**src/rtl/mole_pkg.sv**
```systemverilog
// Shared types and constants for the whack-a-mole round controller.
package mole_pkg;

    typedef enum logic [2:0] {
        S_IDLE,
        S_SPAWN,
        S_ACTIVE,
        S_GAP,
        S_OVER
    } mole_state_e;

    // x^16 + x^14 + x^13 + x^11 + 1, right-shifting Galois form
    localparam logic [15:0] LFSR_TAPS = 16'hB400;

    localparam int unsigned SCORE_W = 8;
    localparam int unsigned MISS_W  = 2;

endpackage

```
**src/rtl/lfsr16.sv**
```systemverilog
// Free-running 16-bit Galois LFSR; reloads its seed on reset.
module lfsr16
    import mole_pkg::*;
(
    input  logic        clk,
    input  logic        rst_n,
    input  logic [15:0] seed,
    output logic [15:0] q
);

    always_ff @(posedge clk or negedge rst_n) begin
        if (!rst_n) begin
            q <= seed;
        end else begin
            q <= {1'b0, q[15:1]} ^ (q[0] ? LFSR_TAPS : 16'h0000);
        end
    end

endmodule

```
**src/rtl/mole_scheduler.sv**
```systemverilog
// Whack-a-mole round controller: spawns one mole at a pseudo-random hole,
// judges switch edges against it, tracks score/misses and ends the game.
module mole_scheduler
    import mole_pkg::*;
#(
    parameter int unsigned N_HOLES      = 18,
    parameter logic [15:0] SEED         = 16'd483,
    parameter int unsigned TIMEOUT_INIT = 50_000_000,
    parameter int unsigned TIMEOUT_MIN  = 10_000_000,
    parameter int unsigned TIMEOUT_STEP = 2_000_000,
    parameter int unsigned GAP_CYCLES   = 12_500_000,
    parameter int unsigned MAX_MISSES   = 3
) (
    input  logic               clk,
    input  logic               rst_n,
    input  logic               start,
    input  logic [N_HOLES-1:0] sw_edge,
    output logic [N_HOLES-1:0] mole_leds,
    output logic               mole_hit,
    output logic [SCORE_W-1:0] score,
    output logic [MISS_W-1:0]  misses,
    output logic               game_over
);

    localparam int unsigned CW      = $clog2(TIMEOUT_INIT + 1);
    localparam int unsigned GW      = $clog2(GAP_CYCLES + 1);
    // One extra code so the "no previous hole" sentinel never matches a real hole
    localparam int unsigned IW      = $clog2(N_HOLES + 1);
    localparam int unsigned WIN_LIM = TIMEOUT_MIN + TIMEOUT_STEP;
    localparam logic [N_HOLES-1:0] LED_ONE = N_HOLES'(1);

    mole_state_e        state, state_nxt;
    logic [15:0]        lfsr_q;
    logic [IW-1:0]      raw_idx, spawn_idx, prev_idx, prev_idx_nxt;
    logic [CW-1:0]      cnt, cnt_nxt, window, window_nxt;
    logic [GW-1:0]      gap_cnt, gap_cnt_nxt;
    logic [N_HOLES-1:0] leds_nxt;
    logic               hit_nxt;
    logic [SCORE_W-1:0] score_nxt;
    logic [MISS_W-1:0]  misses_nxt, misses_inc;
    logic               correct, wrong, expire, out_of_lives;

    lfsr16 u_lfsr (
        .clk   (clk),
        .rst_n (rst_n),
        .seed  (SEED),
        .q     (lfsr_q)
    );

    assign raw_idx = IW'(lfsr_q % 16'(N_HOLES));

    always_comb begin
        spawn_idx = raw_idx;
        if (raw_idx == prev_idx) begin
            spawn_idx = (raw_idx == IW'(N_HOLES - 1)) ? '0 : raw_idx + IW'(1);
        end
    end

    // The lit LED bus is the one-hot hole, so it doubles as the hit mask
    assign correct      = |(sw_edge & mole_leds);
    assign wrong        = |(sw_edge & ~mole_leds);
    assign expire       = (cnt == CW'(1));
    assign misses_inc   = misses + MISS_W'(1);
    assign out_of_lives = (32'(misses_inc) >= MAX_MISSES);

    always_comb begin
        state_nxt    = state;
        cnt_nxt      = cnt;
        gap_cnt_nxt  = gap_cnt;
        window_nxt   = window;
        prev_idx_nxt = prev_idx;
        leds_nxt     = mole_leds;
        hit_nxt      = 1'b0;
        score_nxt    = score;
        misses_nxt   = misses;

        unique case (state)
            S_IDLE, S_OVER: begin
                leds_nxt = '0;
                if (start) begin
                    score_nxt  = '0;
                    misses_nxt = '0;
                    window_nxt = CW'(TIMEOUT_INIT);
                    state_nxt  = S_SPAWN;
                end
            end
            S_SPAWN: begin
                prev_idx_nxt = spawn_idx;
                leds_nxt     = LED_ONE << spawn_idx;
                cnt_nxt      = window;
                state_nxt    = S_ACTIVE;
            end
            S_ACTIVE: begin
                cnt_nxt = cnt - CW'(1);
                if (correct) begin
                    hit_nxt     = 1'b1;
                    score_nxt   = (score == '1) ? score : score + SCORE_W'(1);
                    // compare first so the subtraction can never wrap
                    window_nxt  = (32'(window) < WIN_LIM) ? CW'(TIMEOUT_MIN)
                                                          : window - CW'(TIMEOUT_STEP);
                    leds_nxt    = '0;
                    gap_cnt_nxt = GW'(GAP_CYCLES);
                    state_nxt   = S_GAP;
                end else if (wrong || expire) begin
                    misses_nxt = misses_inc;
                    if (out_of_lives) begin
                        leds_nxt  = '0;
                        state_nxt = S_OVER;
                    end else if (expire) begin
                        leds_nxt    = '0;
                        gap_cnt_nxt = GW'(GAP_CYCLES);
                        state_nxt   = S_GAP;
                    end
                end
            end
            S_GAP: begin
                leds_nxt    = '0;
                gap_cnt_nxt = gap_cnt - GW'(1);
                if (gap_cnt == GW'(1)) begin
                    state_nxt = S_SPAWN;
                end
            end
            default: begin
                leds_nxt  = '0;
                state_nxt = S_IDLE;
            end
        endcase
    end

    always_ff @(posedge clk or negedge rst_n) begin
        if (!rst_n) begin
            state     <= S_IDLE;
            cnt       <= '0;
            gap_cnt   <= '0;
            window    <= CW'(TIMEOUT_INIT);
            prev_idx  <= IW'(N_HOLES);
            mole_leds <= '0;
            mole_hit  <= 1'b0;
            score     <= '0;
            misses    <= '0;
            game_over <= 1'b0;
        end else begin
            state     <= state_nxt;
            cnt       <= cnt_nxt;
            gap_cnt   <= gap_cnt_nxt;
            window    <= window_nxt;
            prev_idx  <= prev_idx_nxt;
            mole_leds <= leds_nxt;
            mole_hit  <= hit_nxt;
            score     <= score_nxt;
            misses    <= misses_nxt;
            game_over <= (state_nxt == S_OVER);
        end
    end

endmodule

```
**config.mk**
```make
export PLATFORM = sky130hd
export DESIGN_NAME = mole_scheduler
export DESIGN_NICKNAME = d
export VERILOG_FILES = /design/src/rtl/mole_pkg.sv /design/src/rtl/lfsr16.sv /design/src/rtl/mole_scheduler.sv
export SDC_FILE = /design/constraint.sdc
export NUM_CORES = 1
export LEC_CHECK = 0
export BUFFER_PORTS_ARGS = -buffer_cell sky130_fd_sc_hd__buf_2
export CAP_MARGIN = 20
export CORE_ASPECT_RATIO = 0.9
export CORE_MARGIN = 4
export CORE_UTILIZATION = 56
export CTS_BUF_LIST = sky130_fd_sc_hd__clkbuf_16
export DETAILED_ROUTE_END_ITERATION = 10
export PLACE_DENSITY = 0.77
export SKIP_LAST_GASP = 1
export SLEW_MARGIN = 20
export SYNTH_ARGS = -nofsm -noshare
export SYNTH_HDL_FRONTEND = slang
export SYNTH_SLANG_ARGS = --single-unit
export TNS_END_PERCENT = 5
```
**constraint.sdc**
```tcl
create_clock -name clk -period 6.4 [get_ports clk]
set_input_delay 0.32 -clock clk [delete_from_list [all_inputs] [get_ports clk]]
set_output_delay 0.32 -clock clk [all_outputs]
set_load 0.1 [all_outputs]
```
==> flow_metrics.env, run 1 <==
export IMPL_status="finished with violations"
export IMPL_violations="hold timing, setup timing"
export IMPL_clockPowerShare=0.543
export IMPL_fin_ws_ns=-0.551
export IMPL_rsz0062_at_grt="yes"
export IMPL_power_total_mw=1.76
export IMPL_detailed_place_hpwl_um=15400
export IMPL_cp_common_cell="buf_4"
export IMPL_io_buffers=50
export IMPL_synth_area_per_cell_um2=8.70
export IMPL_post_route_min_period_ns=6.95
export IMPL_combPwrFrac=0.015
export IMPL_grt_pass1_wl_um=37700
export IMPL_ant_nets=0
export IMPL_synthCells=949
export IMPL_maxCapViolCount=0
export IMPL_clk_pin_slew_ns=0.06
export IMPL_gr_usage_met1=0.402
export IMPL_gr_usage_met3=0.0415
export IMPL_areaGrowthSynthToFinish_pct=27.5
export IMPL_synth_fp_nets=980
export IMPL_yosys_warnings=0
export IMPL_final_cell_mix="buf_4 (135), dfrtp_1 (100), nor2_1 (92), nand2_1 (89), a21oi_1 (57)"
export IMPL_dpl_worst_slack_ns=-0.676
export IMPL_h_tree_depth=4
export IMPL_track_usage=0.275
export IMPL_grt_pass1_vias=7737
export IMPL_p_sw_mw=0.399
export IMPL_synth_seq_area_share=0.376
export IMPL_hold_buffers=0
export IMPL_use_met2=0.429
export IMPL_tightest_slew_ns=0.990
export IMPL_first_pass_iters=5
export IMPL_clock_skew_ns=0.0138
export IMPL_leakage_nw=4.94
export IMPL_drive_gt1_frac=0.288
export IMPL_gr_total_overflow=0
export IMPL_num_vias=8197
export IMPL_ios=51
export IMPL_grt_max_degree=65
export IMPL_endpoint_kind="flip-flop"
export IMPL_holdWs_ns=-0.00624
export IMPL_dieArea_mm2=0.0168
export IMPL_p_per_area_mw_per_mm2=167
export IMPL_final_nets=1155
export IMPL_core_area_mm2=0.0142
export IMPL_max_slew_margin=0.336
export IMPL_hold_violations=1
export IMPL_cp_top_family="compound AO/OA/AOI/OAI gates"
export IMPL_clock_sinks=123
export IMPL_fmax_mhz=144
export IMPL_gp_congestion=0.914
export IMPL_finalSetupViolCount=23
export IMPL_synth_seq_cells=123
export IMPL_swShare=0.226
export IMPL_layout_commonest_cell="buf_4"
export IMPL_fin_util=0.741
export IMPL_p_seq_frac=0.441
export IMPL_period_share=1.09
export IMPL_worstSetupPathType="reg2reg"
export IMPL_start_util=0.581
export IMPL_setup_worst_path_start_class="flip-flop"
export IMPL_routed_wl_um=22600
export IMPL_max_stage_delay_ns=0.59
export IMPL_numCtsBuffers=17
export IMPL_antenna_cells=0
export IMPL_root_buffer="clkbuf_16"
export IMPL_netlist_area_mm2=0.00826
export IMPL_antenna_found_initial=0
export IMPL_ys_flop_type="dfrtp_1"
export IMPL_hold_path_class="in2async"
export IMPL_drcViolationCount=0
export IMPL_synth_edff_count=0
export IMPL_insertion_delay_ns=0.42
export IMPL_cp_required_ns=6.75
export IMPL_num_rows=41
export IMPL_cp_slowest_cell="or4_4"
export IMPL_ctsLongestPathBuffers=2
export IMPL_dr_first_iter_drc_count=832
export IMPL_ir_worst_vdd_mv=0.207
export IMPL_cp_arrival_ns=7.30
export IMPL_top_usage_layer="met2"
export IMPL_wl_per_cell_um=17.0
export IMPL_dieWidth_um=136
export IMPL_drv_slew=0
export IMPL_async_reset_ff_frac=1.00
export IMPL_die_h_um=123
export IMPL_cts_tree="built"
export IMPL_cp_max_fo=7
export IMPL_vias_per_cell=6.16
export IMPL_tns_ns=-10.26
export IMPL_crit_buf_inv=5
export IMPL_yosysUniqueCellTypes=103
export IMPL_intPower_mw=1.36
[worst paths after layout]
check	depth (start not counted)	to	from	slack [ns]
setup / recovery	27	mole_leds[7]	u_lfsr.q[11]	-0.55
hold / removal	1	u_lfsr.q[11]	rst_n	-0.006
setup reg to reg	27	mole_leds[7]	u_lfsr.q[11]	-0.55
hold reg to reg	0	u_lfsr.q[0]	u_lfsr.q[1]	0.41
max in group asynchronous	2	cnt[1]	rst_n	5.17
min in group clk	4	game_over	start	0.22
[kinds of logic after synthesis]
logic type,after synthesis,share of synthesized area
flops,123,0.376
simple gates,394,0.254
compound gates,286,0.249
fa+ha+maj,10,0.0152
mux,22,0.0291
xor+xnor,35,0.0388
buf+inv,79,0.0383
[final cells by class]
| class | count | area (µm²) |
|---|---|---|
| Clock inverter | 15 | 161 |
| Clock buffer | 17 | 425 |
| Inverter | 47 | 176 |
| Sequential cell | 123 | 3110 |
| Tap cell | 193 | 241 |
| Multi-Input combinational cell | 747 | 5120 |
| Fill cell | 1090 | 3680 |
| Timing Repair Buffer | 188 | 1300 |
[flip-flops by register name, indices dropped and copies added, names as in the netlist]
| register | cells |
|---|---|
| cnt | 26 |
| gap_cnt | 24 |
| window | 19 |
| mole_leds | 18 |
| u_lfsr.q | 16 |
| score | 8 |
| prev_idx | 5 |
| state | 3 |
| misses | 2 |
| game_over | 1 |
| mole_hit | 1 |
[repair_timing]
item                       CTS  global route
setup endpoints to repair   23            23
gates cloned                 0             0
gates resized for setup     32            10
buffers inserted            16             3
pin swaps                   19            13
[layer usage]
| metal | part of all wire | routed length, µm |
|---|---|---|
| met1 | 0.47 | 10600 |
| met2 | 0.46 | 10400 |
| met3 | 0.058 | 1310 |
| met4 | 0.014 | 323 |
| met5 | 0 | 0 |
[stage by stage]
| stage | area (µm²) | instances | hold WS, ns |
|---|---|---|---|
| after floorplan | 8380 | 949 | 0.0244 |
| after global placement | 9600 | 1279 | 0.398 |
| after detailed placement | 9600 | 1279 | 0.394 |
| after CTS | 10400 | 1327 | 0.0216 |
| after global routing | 10500 | 1330 | 0.0581 |
| final | 10500 | 1330 | -0.00624 |
[cells in the mapped netlist, types with 18 or more instances]
| master | n | area share |
|---|---|---|
| dfstp_2 | 20 | 0.064 |
| inv_1 | 45 | 0.020 |
| a21oi_1 | 61 | 0.037 |
| nand2_1 | 90 | 0.041 |
| xnor2_1 | 18 | 0.019 |
| o21ai_0 | 54 | 0.033 |
| nand2b_1 | 18 | 0.014 |
| nor3_1 | 28 | 0.017 |
| dfrtp_1 | 103 | 0.31 |
| clkbuf_1 | 22 | 0.010 |
| nand3_1 | 32 | 0.019 |
| nor2_1 | 94 | 0.043 |
[power groups by stage]
stage          clock network, mW  registers [mW]  logic [mW]
2_1_floorplan                  0           0.792     0.00314
3_3_place_gp                   0           0.792      0.0273
3_5_place_dp                   0           0.792      0.0277
4_1_cts                    0.966           0.778      0.0278
5_1_grt                     1.01           0.778      0.0311
6_report                   0.958           0.778      0.0268
Power figures use the tool's default switching activity.
==> inputs of run 2 (changes only) <==
- ABC_CLOCK_PERIOD_IN_PS: unset -> 6400
- CORE_UTILIZATION: 56 -> 50
- PLACE_DENSITY: 0.77 -> 0.7
==> run 2 against run 1 <==
The run ends with setup timing left. Sequential cell count unchanged. Setup slack worse by 0.16 ns. Core utilization down 7.6 points. Global-route usage down 3.7 points. Sequential power about the same. Clock power up 12%. Clock skew down 0.0063 ns. First-iteration DRC count down 7.5%. Fmax down 2.3%. Sequential share of layout area down 0.67 points.
==> flow_metrics.env, run 2 (same netlist as run 1, synthesis figures left out) <==
export IMPL_detailed_place_hpwl_um=15300
export IMPL_insertion_delay_ns=0.41
export IMPL_areaGrowthSynthToFinish_pct=30.5
export IMPL_drcViolationCount=0
export IMPL_final_nets=1165
export IMPL_cts_tree="built"
export IMPL_ctsLongestPathBuffers=2
export IMPL_fin_area_mm2=0.0108
export IMPL_antenna_found_initial=0
export IMPL_gp_congestion=0.903
export IMPL_post_route_min_period_ns=7.11
export IMPL_fin_util=0.666
export IMPL_grt_pass1_wl_um=36600
export IMPL_violations="setup timing"
export IMPL_clk_pin_slew_ns=0.06
export IMPL_cp_max_fo=7
export IMPL_vias_per_cell=5.96
export IMPL_start_util=0.510
export IMPL_hold_violations=0
export IMPL_cp_slowest_cell="or4_4"
export IMPL_antenna_cells=0
export IMPL_io_buffers=50
export IMPL_num_vias=8076
export IMPL_ir_worst_vdd_mv=0.197
export IMPL_drive_gt1_frac=0.298
export IMPL_maxCapViolCount=0
export IMPL_ant_nets=0
export IMPL_dpl_instance_area_mm2=0.00966
export IMPL_holdWs_ns=0.0607
export IMPL_cp_common_cell="buf_4"
export IMPL_dieWidth_um=143
export IMPL_root_buffer="clkbuf_16"
export IMPL_numCtsBuffers=17
export IMPL_leakage_nw=5.03
export IMPL_status="finished with violations"
export IMPL_largestRegisters="cnt: 26 flops, gap_cnt: 24 flops, window: 19 flops"
export IMPL_hold_path_class="in2async"
export IMPL_clock_skew_ns=0.00754
export IMPL_tns_ns=-14.43
export IMPL_dr_first_iter_drc_count=770
export IMPL_worstSetupPathType="reg2reg"
export IMPL_setup_worst_path_start_class="flip-flop"
export IMPL_cp_required_ns=6.74
export IMPL_wl_per_cell_um=16.6
export IMPL_finalSetupViolCount=23
export IMPL_power_total_mw=1.88
export IMPL_period_share=1.11
export IMPL_num_rows=44
export IMPL_grt_pass1_vias=7518
export IMPL_routed_wl_um=22400
export IMPL_first_pass_iters=5
export IMPL_grt_max_degree=78
export IMPL_fmax_mhz=141
export IMPL_cp_arrival_ns=7.45
export IMPL_clock_sinks=123
export IMPL_core_area_mm2=0.0162
export IMPL_die_h_um=130
export IMPL_largest_reg_flops=26
export IMPL_max_stage_delay_ns=0.60
export IMPL_hold_buffers=0
export IMPL_drv_slew=0
export IMPL_track_usage=0.238
export IMPL_endpoint_kind="flip-flop"
export IMPL_tightest_slew_ns=1.05
export IMPL_final_cell_mix="buf_4 (142), dfrtp_1 (101), nor2_1 (90), nand2_1 (89), a21oi_1 (60)"
export IMPL_fin_ws_ns=-0.713
export IMPL_layout_commonest_cell="buf_4"
export IMPL_h_tree_depth=4
export IMPL_ios=51
export IMPL_gr_total_overflow=0
export IMPL_rsz0062_at_grt="yes"
export IMPL_p_per_area_mw_per_mm2=175
export IMPL_max_slew_margin=0.292
export IMPL_dieArea_mm2=0.0186
export IMPL_largest_register="cnt"
==> run 2: metrics by stage <==
step | std cells | worst slack, ns
3_3_place_gp | 1299 | -0.573
3_5_place_dp | 1299 | -0.660
4_1_cts | 1338 | -0.561
5_1_grt | 1354 | -0.978
2_1_floorplan | 949 | -0.322
6_report | 1354 | -0.713
==> run 2: path summary, 6_finish.rpt <==
check	slack, ns	endpoint	startpoint	cells after the start
min in group clk	0.24	state[2]	start	4
setup reg to reg	-0.71	mole_leds[1]	u_lfsr.q[14]	28
hold reg to reg	0.42	u_lfsr.q[0]	u_lfsr.q[1]	0
setup / recovery	-0.71	mole_leds[1]	u_lfsr.q[14]	28
hold / removal	0.06	gap_cnt[13]	rst_n	1
max in group asynchronous	5.20	window[21]	rst_n	2
==> run 2: cell type report <==
| type | instances | area (µm²) |
|---|---|---|
| timing repair buffer | 198 | 1400 |
| tap | 207 | 259 |
| fill | 1289 | 5410 |
| clock inverter | 15 | 233 |
| clock buffer | 17 | 425 |
| sequential | 123 | 3110 |
| multi-input combinational | 747 | 5170 |
| inverter | 47 | 176 |
==> run 2: report_power, final <==
group	switching (mW)	leakage (nW)	total [mW]	internal [mW]
Sequential	0.00000297	1.58	0.779	0.779
Combinational	0.0196	3.13	0.0263	0.00675
Clock	0.376	0.320	1.07	0.699
==> run 2: layer usage <==
metal	up-vias	global-route usage	share of wire
li1	3920	-	-
met1	3866	0.354	0.48
met2	264	0.363	0.45
met3	26	0.0462	0.061
met4	0	0.0509	0.0092
met5	-	0	0
==> run 2: what timing repair did <==
| item | 4_1_cts | 5_1_grt |
|---|---|---|
| pin swaps | 16 | 26 |
| setup buffers | 7 | 16 |
| gates cloned | 0 | 0 |
| setup endpoints to repair | 23 | 23 |
| resized for setup | 23 | 33 |
==> run 2: critical path, delay by kind of cell (launching register included) <==
family | cells | cell delay (ns)
buffers and inverters | 6 | 0.88
muxes | 1 | 0.23
DFF | 1 | 0.45
and+or+nand+nor | 10 | 3.11
AOI/OAI and AO/OA | 11 | 2.34
